[src/rtl/adc_seq_csr_responder.sv]
// ---------------------------------------------------------------------------
// adc_seq_csr_responder
//
// Avalon-MM CSR responder for the internal ADC sample sequencer. Holds the
// RUN/MODE control register and a status register (current slot, busy flag,
// completed-sequence count). While running, it walks a fixed slot table and
// issues one conversion command per slot to the ADC core over valid/ready.
//
// Ports
//   Clock_qsys       in   1       system clock
//   Reset_n          in   1       asynchronous active-low reset
//   AdcCsrAddress    in   1       0 = CONTROL, 1 = STATUS
//   AdcCsrReadEn     in   1       read strobe
//   AdcCsrReadData   out  32      registered read data (latency 1, held)
//   AdcCsrWriteEn    in   1       write strobe
//   AdcCsrWriteData  in   32      write data
//   CmdValid         out  1       conversion command valid
//   CmdChannel       out  CHAN_W  channel of the current slot
//   CmdSop           out  1       current slot is slot 0
//   CmdEop           out  1       current slot is the last slot
//   CmdReady         in   1       ADC core accepts the command
//   Busy             out  1       sequencer in ISSUE
// ---------------------------------------------------------------------------
module adc_seq_csr_responder #(
  parameter int NUM_SLOTS = 8,
  parameter int CHAN_W    = 5,
  parameter logic [NUM_SLOTS*CHAN_W-1:0] SLOT_CHANNELS =
    {5'd7, 5'd6, 5'd5, 5'd4, 5'd3, 5'd2, 5'd1, 5'd0},
  parameter int CYC_W     = 16
) (
  input  logic              Clock_qsys,
  input  logic              Reset_n,
  input  logic              AdcCsrAddress,
  input  logic              AdcCsrReadEn,
  output logic [31:0]       AdcCsrReadData,
  input  logic              AdcCsrWriteEn,
  input  logic [31:0]       AdcCsrWriteData,
  output logic              CmdValid,
  output logic [CHAN_W-1:0] CmdChannel,
  output logic              CmdSop,
  output logic              CmdEop,
  input  logic              CmdReady,
  output logic              Busy
);

  localparam logic [0:0] ST_IDLE  = 1'b0;
  localparam logic [0:0] ST_ISSUE = 1'b1;

  localparam int         SLOT_W    = 5;
  localparam int         TBL_DEPTH = 32;
  localparam logic [SLOT_W-1:0] LAST_SLOT = SLOT_W'(NUM_SLOTS - 1);

  logic [0:0]        state_q, state_d;
  logic [SLOT_W-1:0] slot_q, slot_d;
  logic              run_q, run_d;
  logic              mode_q, mode_d;
  logic              stop_pend_q, stop_pend_d;
  logic [CYC_W-1:0]  cnt_q, cnt_d;
  logic [31:0]       rdata_q, rdata_d;

  logic              issuing;
  logic              handshake;
  logic              last_slot;
  logic              wr_ctrl;
  logic              wr_stat;
  logic [31:0]       ctrl_word;
  logic [31:0]       status_word;

  // Only RUN and MODE are implemented in the write data.
  logic unused_wdata;
  assign unused_wdata = ^AdcCsrWriteData[31:2];

  // Slot table padded to the full 5-bit slot index range, so the lookup
  // index width matches the table depth for any legal NUM_SLOTS.
  logic [CHAN_W-1:0] chan_tbl [TBL_DEPTH];

  for (genvar i = 0; i < TBL_DEPTH; i++) begin : g_tbl
    if (i < NUM_SLOTS) begin : g_used
      assign chan_tbl[i] = SLOT_CHANNELS[i*CHAN_W +: CHAN_W];
    end else begin : g_pad
      assign chan_tbl[i] = '0;
    end
  end

  assign issuing   = (state_q == ST_ISSUE);
  assign handshake = issuing && CmdReady;
  assign last_slot = (slot_q == LAST_SLOT);
  assign wr_ctrl   = AdcCsrWriteEn && !AdcCsrAddress;
  assign wr_stat   = AdcCsrWriteEn &&  AdcCsrAddress;

  // Command outputs decode straight from flops, so an asynchronous reset
  // drops CmdValid immediately. Channel/Sop/Eop are gated to read 0 in IDLE.
  assign CmdValid       = issuing;
  assign CmdChannel     = issuing ? chan_tbl[slot_q] : '0;
  assign CmdSop         = issuing && (slot_q == '0);
  assign CmdEop         = issuing && last_slot;
  assign Busy           = issuing;
  assign AdcCsrReadData = rdata_q;

  always_comb begin
    ctrl_word               = '0;
    ctrl_word[0]            = run_q;
    ctrl_word[1]            = mode_q;

    status_word             = '0;
    status_word[4:0]        = slot_q;
    status_word[8]          = issuing;
    status_word[16 +: CYC_W] = cnt_q;
  end

  always_comb begin
    // NOTE: every next-state signal takes its current value first, so no
    // path through the branches below can leave one unassigned (no latches).
    state_d     = state_q;
    slot_d      = slot_q;
    run_d       = run_q;
    mode_d      = mode_q;
    stop_pend_d = stop_pend_q;
    cnt_d       = cnt_q;
    rdata_d     = rdata_q;

    case (state_q)
      ST_IDLE: begin
        slot_d = '0;
        if (wr_ctrl) begin
          run_d  = AdcCsrWriteData[0];
          mode_d = AdcCsrWriteData[1];
          if (AdcCsrWriteData[0]) state_d = ST_ISSUE;
        end
      end

      default: begin // ST_ISSUE
        if (wr_ctrl) begin
          run_d       = AdcCsrWriteData[0];
          mode_d      = AdcCsrWriteData[1];
          // RUN=0 lets the current sequence finish; RUN=1 cancels that.
          stop_pend_d = !AdcCsrWriteData[0];
        end

        if (handshake) begin
          if (!last_slot) begin
            slot_d = slot_q + SLOT_W'(1);
          end else begin
            slot_d      = '0;
            stop_pend_d = 1'b0;
            if (cnt_q != '1) cnt_d = cnt_q + CYC_W'(1);

            // A CONTROL write in the end cycle overrides the automatic
            // single-sequence clear and the pending stop.
            if (wr_ctrl) begin
              state_d = AdcCsrWriteData[0] ? ST_ISSUE : ST_IDLE;
            end else if (mode_q) begin
              run_d   = 1'b0;
              state_d = ST_IDLE;
            end else if (stop_pend_q) begin
              state_d = ST_IDLE;
            end
          end
        end
      end
    endcase

    // Clear wins over a coinciding increment.
    if (wr_stat) cnt_d = '0;

    // Reads sample the pre-write register values.
    if (AdcCsrReadEn) rdata_d = AdcCsrAddress ? status_word : ctrl_word;
  end

  // NOTE: sequential state is updated with non-blocking assignments only, so
  // every flop samples the values settled before the clock edge.
  always_ff @(posedge Clock_qsys or negedge Reset_n) begin
    if (!Reset_n) begin
      state_q     <= ST_IDLE;
      slot_q      <= '0;
      run_q       <= 1'b0;
      mode_q      <= 1'b0;
      stop_pend_q <= 1'b0;
      cnt_q       <= '0;
      rdata_q     <= '0;
    end else begin
      state_q     <= state_d;
      slot_q      <= slot_d;
      run_q       <= run_d;
      mode_q      <= mode_d;
      stop_pend_q <= stop_pend_d;
      cnt_q       <= cnt_d;
      rdata_q     <= rdata_d;
    end
  end

endmodule

[config.mk]
export PLATFORM = sky130hd
export DESIGN_NAME = adc_seq_csr_responder
export DESIGN_NICKNAME = d
export VERILOG_FILES = /design/src/rtl/adc_seq_csr_responder.sv
export SDC_FILE = /design/constraint.sdc
export NUM_CORES = 1
export LEC_CHECK = 0
export ABC_AREA = 1
export BUFFER_PORTS_ARGS = -buffer_cell sky130_fd_sc_hd__buf_2
export CORE_MARGIN = 2
export CORE_UTILIZATION = 45
export CTS_BUF_LIST = sky130_fd_sc_hd__clkbuf_4 sky130_fd_sc_hd__clkbuf_8 sky130_fd_sc_hd__clkbuf_16
export CTS_CLUSTER_SIZE = 10
export DETAILED_ROUTE_END_ITERATION = 7
export GPL_TIMING_DRIVEN = 1
export PLACE_DENSITY_LB_ADDON = 0.05
export RECOVER_POWER = 100
export SYNTH_ARGS = -nofsm -noshare
export SYNTH_HDL_FRONTEND = slang
export SYNTH_SLANG_ARGS = --single-unit
export TNS_END_PERCENT = 30
[constraint.sdc]
create_clock -name Clock_qsys -period 2.3 [get_ports Clock_qsys]
set_input_delay 0.115 -clock Clock_qsys [delete_from_list [all_inputs] [get_ports Clock_qsys]]
set_output_delay 0.115 -clock Clock_qsys [all_outputs]
set_load 0.05 [all_outputs]
==> results of run 1 <==
[critical path, cell delays in order (launching register included)]
cell     delay (ps)
dfrtp_1         420
ha_1            270
nand2_2         110
nor2_4          150
nand2_2         100
nor2_4          140
nor2_4          100
nor2_4          340
nand2_1         100
nand2_1          90
[placed cells by master (no fill, tap or decap), types with 2 or more instances in the layout]
master	n
conb_1	12
nor3_1	4
nand4_1	17
nor2_1	25
xor2_1	2
bufinv_16	2
inv_1	46
o22ai_1	19
clkbuf_1	33
dfrtp_1	47
o21ai_0	16
a21oi_1	3
nand3_1	16
nand2_1	78
buf_2	5
clkbuf_8	5
nand2_2	2
nor2_4	5
ha_1	3
buf_4	2
[cells in the mapped netlist, drive strengths merged, types with 3 or more instances]
cell type	number	share of area, %
a21oi	3	0.60
buf	16	5.2
clkbuf	5	0.76
dfrtp	47	47
ha	3	1.5
inv	47	7.1
nand2	80	12
nand3	17	3.6
nand4	17	4.3
nor2	31	6.7
nor3	4	0.81
o21ai	16	3.2
o22ai	19	4.8
[layout make-up]
type / instances / share of cell area (%)
tap: 72 / 3.258
sequential: 47 / 42.53
multi-input combinational: 207 / 36.61
clock buffer: 6 / 2.760
clock inverter: 2 / 2.172
timing repair buffer: 41 / 6.290
inverter: 47 / 6.380
[power by group through the flow]
stage	Combinational (mW)	Sequential, mW	Clock, mW
4_1_cts	0.843	0.997	0.745
2_1_floorplan	0.590	1.10	0
3_3_place_gp	0.839	1.01	0
6_report	0.801	0.998	0.724
5_1_grt	0.878	1.01	0.784
3_5_place_dp	0.840	1.01	0
[path summary, 6_finish.rpt]
check,from,endpoint,slack (ps),cells after the start
setup / recovery,cnt_q[1]$_DFFE_PN0P_,cnt_q[3]$_DFFE_PN0P_,390,9
hold / removal,AdcCsrWriteData[1],mode_q$_DFFE_PN0N_,20,3
setup reg to reg,cnt_q[1]$_DFFE_PN0P_,cnt_q[3]$_DFFE_PN0P_,390,9
hold reg to reg,AdcCsrReadData[1]$_DFFE_PN0P_,AdcCsrReadData[1]$_DFFE_PN0P_,510,2
max in group asynchronous,Reset_n,Busy$_DFF_PN0_,660,3
min in group asynchronous,Reset_n,AdcCsrReadData[2]$_DFFE_PN0P_,350,2
[registers in the layout, summed over array words and instances (netlist names)]
| signal | cells |
|---|---|
| AdcCsrReadData | 22 |
| Busy | 1 |
| cnt_q | 16 |
| mode_q | 1 |
| run_q | 1 |
| slot_q | 5 |
| stop_pend_q | 1 |
[metrics by stage]
step                      std cells  power (mW)  hold slack [ps]  utilization [%]
final                           422       2.523            22.86            51.16
after global routing            422       2.674            55.19            51.16
after CTS                       422       2.585            16.97            52.22
after detailed placement        413       1.853            12.15            49.51
after global placement          413       1.849            14.37            49.51
after floorplan                 322       1.693           -180.6                -
[routing by layer]
layer,vias to the layer above,wire length [um],GRT usage (%)
met5,-,0,0
met4,0,27,5.789
met3,2,270,3.563
met2,49,2233,26.98
met1,968,2797,31.21
li1,1064,-,-
[kinds of logic (layout without fill, tap and decap cells)]
logic type	count (synthesis)	after routing	synth area share (%)
adders and majority gates	3	3	1.512
and+or+nand+nor	151	151	28.28
DFF	47	47	47.38
buffers and inverters	68	96	13.05
other	1	12	0.1511
xor gates and xnor gates	2	2	0.7058
AOI/OAI and AO/OA	39	39	8.921
==> flow_summary_export.csv, run 1 <==
group,metric,value,unit
run_status,status,"finished, final reports clean",
drt,via_count,2083,
sta,fin_crit_sh,82.84,%
cells_and_area,fillers,580,
cells_and_area,finalNetCount,390,
critical_path,crit_path_end_kind,"flop",
yosys,postSynthAreaPerCell,7.982,sq um
sta,report.final.slew_viol_count,0,
drt,ant_nets,0,
critical_path,cp-start-kind,"flop",
sta,setup_ws,394.6,ps
run,drv_cap,0,
placed_design,place_hpwl,3924,um
grt,grt_pass1_vias,1895,
grt,grt_max_degree,28,
cts,cts_root_buf,"clkbuf_8",
critical_path,cp_data_required_time,2540,ps
cells_and_area,area_growth_syn_to_layout,11.39,%
placed_design,dp_slack,498.5,ps
drt,wire_per_inst,12.63,um
yosys,async_flop_share,100.0,%
cts,insertion_delay,300,ps
sta,fmax,524.8,MHz
pwr,peakVddDrop,675.6,uV
critical_path,crit_arrival,2140,ps
pwr,clock_power_share,28.7,%
cells_and_area,regArea,1176,sq um
cts,htreeDepth,2,
die,rows,27,
pwr,leakage,1.273,nW
cts,path_clk_slew,90,ps
cells_and_area,final_area,2765,sq um
placed_design,port_buffers,36,
die,die_area,6126,sq um
sta,relSlewSlack,36.15,%
yosys,yosysUniqueCellTypes,27,
cts,clk_path_buf_depth,2,
die,die-height,78.27,um
pwr,p_per_area,912.5,nW/um^2
sta,fin_setup_tns,0,ps
sta,setup_viol,0,
drt,drc,0,
die,die_w,78.27,um
pwr,switching_share,39.96,%
cts,cts_inserted_buffers,5,
yosys,syn-instance-count,311,
drt,first_iter_violations,120,
worst_hold_path,hp-class,"in -> reg",
cells_and_area,multi_input_area,1012,sq um
sta,rsz0062_at_grt,"no",
drt,drt-total-wl,5329,um
sta,worst_pin_slew,957.8,ps
pwr,p_switching,1.008,mW
cells_and_area,final_layout_size_suffix_gt1_share,7.429,%
yosys,synth_ff_type,"dfrtp_1",
sta,final-hold-violation-count,0,
cells_and_area,antenna_cells_inserted,0,
grt,grt_pass1_wl,9522,um
die,initial_core_util,45.93,%
placed_design,routabilityCongestion,0.9344,
placed_design,placed_area,2676,sq um
critical_path,critPathKind,"reg -> reg",
yosys,synth_area,2482,sq um
die,design.core.area,5405,sq um
cts,post_cts_buffers,0,
grt,grt-ovfl-total,0,
yosys,synth_edf_count,0,
cts,cts_tree,"built",
drt,via_per_inst,4.936,
cts,clock_sinks,47,
die,io_pins,79,
critical_path,cp_max_fo,17,
pwr,p_int,1.515,mW
cts,hold_buffers,1,
grt,grt_usage,19.62,%
sta,period_minus_slack,1905,ps
pwr,pwr-share-seq,39.5,%
pwr,p_comb_share,31.8,%
drt,drt_first_pass_iters,4,
yosys,ys_seq_area_share,47.38,%
yosys,ys_ff_latch,47,
cts,cts-resized-gates,0,
grt,antenna_found_initial,0,
yosys,ys.warnings.count,0,
sta,fin_skew,9.496,ps
No activity file was read; power rests on OpenSTA's default activity.
==> inputs of run 2 (changes only) <==
- ABC_AREA: 1 -> 0
- clock period: 2.3 -> 1.86 ns (I/O delays scaled with it)
==> flow_summary_export.csv, run 2 <==
group,metric,value,unit
cts,htreeDepth,2,
drt,wl_met3,189,um
grt,grt-ovfl-total,0,
sta,fin_setup_tns,0,ps
drt,via_per_inst,5.219,
sta,relSlewSlack,18.81,%
worst_hold_path,worstHoldEndpoint,"mode_q$_DFFE_PN0N_",
die,die_area,6138,sq um
drt,via_count,2025,
cts,clk_path_buf_depth,2,
critical_path,r2r_slack,90,ps
critical_path,cp-start-kind,"flop",
pwr,peakVddDrop,755.6,uV
drt,first_iter_violations,121,
yosys,yosysUniqueCellTypes,43,
critical_path,cp_data_required_time,2080,ps
die,die_w,78.35,um
cts,cts_tree,"built",
yosys,ys_seq_area_share,47.28,%
cells_and_area,layout_commonest_cell,"dfrtp_1",
sta,period_minus_slack,1774,ps
worst_hold_path,holdCritStartpoint,"AdcCsrWriteData[1]",
die,die-height,78.35,um
placed_design,dp.cells,378,
die,design.core.area,5405,sq um
grt,grt_pass1_wl,9052,um
sta,final-hold-violation-count,0,
placed_design,routabilityCongestion,0.7657,
sta,setup_ws,86.10,ps
drt,drc,0,
grt,antenna_found_initial,0,
yosys,synth_ff_type,"dfrtp_1",
drt,wire_per_inst,13.74,um
critical_path,cpPeakStageDelay,540,ps
sta,fin_crit_sh,95.37,%
critical_path,cp_max_fo,9,
critical_path,critical_path.cell_chain,"nor3b_4 > nand4_4 > or4_1 > a21oi_1",
yosys,syn-instance-count,271,
sta,rsz0062_at_grt,"yes",
yosys,synth_edf_count,0,
cells_and_area,area_growth_syn_to_layout,13.93,%
cts,cts_root_buf,"clkbuf_8",
yosys,postSynthAreaPerCell,9.179,sq um
sta,worst_pin_slew,1218,ps
drt,ant_nets,0,
die,initial_core_util,46.02,%
yosys,ys.warnings.count,0,
worst_hold_path,hp-class,"in -> reg",
critical_path,reg2reg_to,"cnt_q[9]$_DFFE_PN0P_",
run,drv_cap,0,
critical_path,reg2reg_from,"slot_q[4]$_DFFE_PN0P_",
sta,report.final.slew_viol_count,0,
run_status,status,"finished, final reports clean",
grt,grt_pass1_vias,1879,
cells_and_area,final_layout_size_suffix_gt1_share,12.66,%
placed_design,placed_area,2770,sq um
yosys,synth.largest_area_cell,"dfrtp_1",
worst_hold_path,hold_depth,2,
placed_design,port_buffers,36,
critical_path,rr_worst_depth,4,
die,io_pins,79,
yosys,async_flop_share,100.0,%
cells_and_area,final_area,2834,sq um
grt,grt_max_degree,45,
yosys,synth_common_cells,"47 x dfrtp_1, 28 x nand3_1, 24 x inv_1, 24 x o21ai_0, 18 x a21oi_1",
pwr,leakage,1.185,nW
critical_path,crit_path_end_kind,"flop",
yosys,synth_top_cell_area_share,47.28,%
drt,drt_first_pass_iters,5,
drt,m1WireLength,2679,um
yosys,synth.most_common_cell,"dfrtp_1",
cells_and_area,antenna_cells_inserted,0,
sta,fmax,563.7,MHz
sta,setup_viol,0,
critical_path,slowest_stage,"or4_1",
critical_path,crit_arrival,2000,ps
pwr,p_per_area,1039,nW/um^2
yosys,synthTopCellsByArea,"dfrtp_1 47%, nand3_1 5.6%, o21ai_0 4.8%",
die,rows,27,
drt,drt-total-wl,5333,um
pwr,total_power,2.945,mW
cells_and_area,stdcell_count,388,
cts,insertion_delay,300,ps
cells_and_area,final_cell_mix,"46 x dfrtp_1, 33 x clkbuf_1, 28 x nand3_1",
cts,clock_sinks,47,
drt,top_layer,"met4",
cts,path_clk_slew,90,ps
placed_design,place_hpwl,3697,um
cts,cts_inserted_buffers,5,
placed_design,dp_slack,59.51,ps
drt,met2WireLength,2421,um
cells_and_area,largest_reg_flops,22,
critical_path,critPathKind,"reg -> reg",
cells_and_area,finalNetCount,356,
yosys,ys_ff_latch,47,
grt,grt_usage,18.64,%
yosys,synth_area,2487,sq um
sta,fin_skew,10.06,ps
## run 2: cell count changes in the layout (fill, tap and decap cells not counted), sizes merged, moves of 8 or more
cell / before / now
o21ai: 16 / 24
nor2: 31 / 8
buf: 7 / 21
a21oi: 3 / 18
inv: 47 / 25
or4: 0 / 9
o31ai: 0 / 10
nand2: 80 / 16
nand4: 17 / 8
nand3: 17 / 28
o22ai: 19 / 0
## run 2: metal layers
layer  vias up  GRT usage [%]
met4         0          5.263
li1       1021              -
met5         -              0
met3         5          3.793
met2        43          29.48
met1       956          26.10
## run 2: worst max-delay path by stage
stage / slack [ps] / depth (start not counted) / endpoint / startpoint
finish: 90 / 4 / cnt_q[9]$_DFFE_PN0P_ / slot_q[4]$_DFFE_PN0P_
global route: -6 / 4 / cnt_q[15]$_DFFE_PN0P_ / slot_q[4]$_DFFE_PN0P_
CTS: 30 / 5 / cnt_q[9]$_DFFE_PN0P_ / slot_q[0]$_DFFE_PN0P_
detailed placement: 60 / 5 / cnt_q[15]$_DFFE_PN0P_ / slot_q[0]$_DFFE_PN0P_
global placement: 80 / 5 / cnt_q[15]$_DFFE_PN0P_ / slot_q[1]$_DFFE_PN0P_
floorplan: 8 / 6 / cnt_q[6]$_DFFE_PN0P_ / Busy$_DFF_PN0_
## run 2: critical path, delay by kind of cell (launching register included)
kind,cells,cell delay (ps)
compound gates,1,150
flops,1,420
simple gates,3,1130
## run 2: cells by family after synthesis
kind of cell / after synthesis / share of synthesized area [%]
DFF: 47 / 47.28
buffers and inverters: 53 / 10.66
xor gates and xnor gates: 2 / 0.7044
AOI/OAI and AO/OA: 60 / 14.09
and+or+nand+nor: 100 / 23.54
other: 1 / 0.1508
muxes: 5 / 2.062
adders and majority gates: 3 / 1.509
## run 2: final cells by class
type / instances / area (sq um)
fillers: 549 / 2571
flip-flops and latches: 47 / 1177
multi-input cells: 182 / 1110
repair buffers: 55 / 279.0
inverters: 24 / 90.09
well taps: 72 / 90.09
clock buffers: 5 / 68.82
clock inverters: 3 / 18.77
## run 2: what timing repair did
action | CTS | global route
hold buffers | 1 | 0
endpoints found under the setup margin | 0 | 7
endpoints found under the hold margin | 20 | 0
resized for setup | 0 | 3
buffers inserted | 0 | 1
## run 2: report_power, final
group	internal (mW)	switching, mW	total [mW]	leakage, nW
logic	0.300	0.837	1.14	0.504
registers	1.13	0.0610	1.19	0.633
clock network	0.265	0.354	0.619	0.0483
total	1.69	1.25	2.94	1.19
## run 2: stage by stage
| stage | utilization (%) | hold slack (ps) |
|---|---|---|
| finish | 52.43 | 24.51 |
| detailed placement | 51.25 | 94.13 |
| floorplan | - | -202.6 |
| global route | 52.43 | 4.062 |
| global placement | 51.25 | 93.65 |
| CTS | 53.06 | 15.41 |
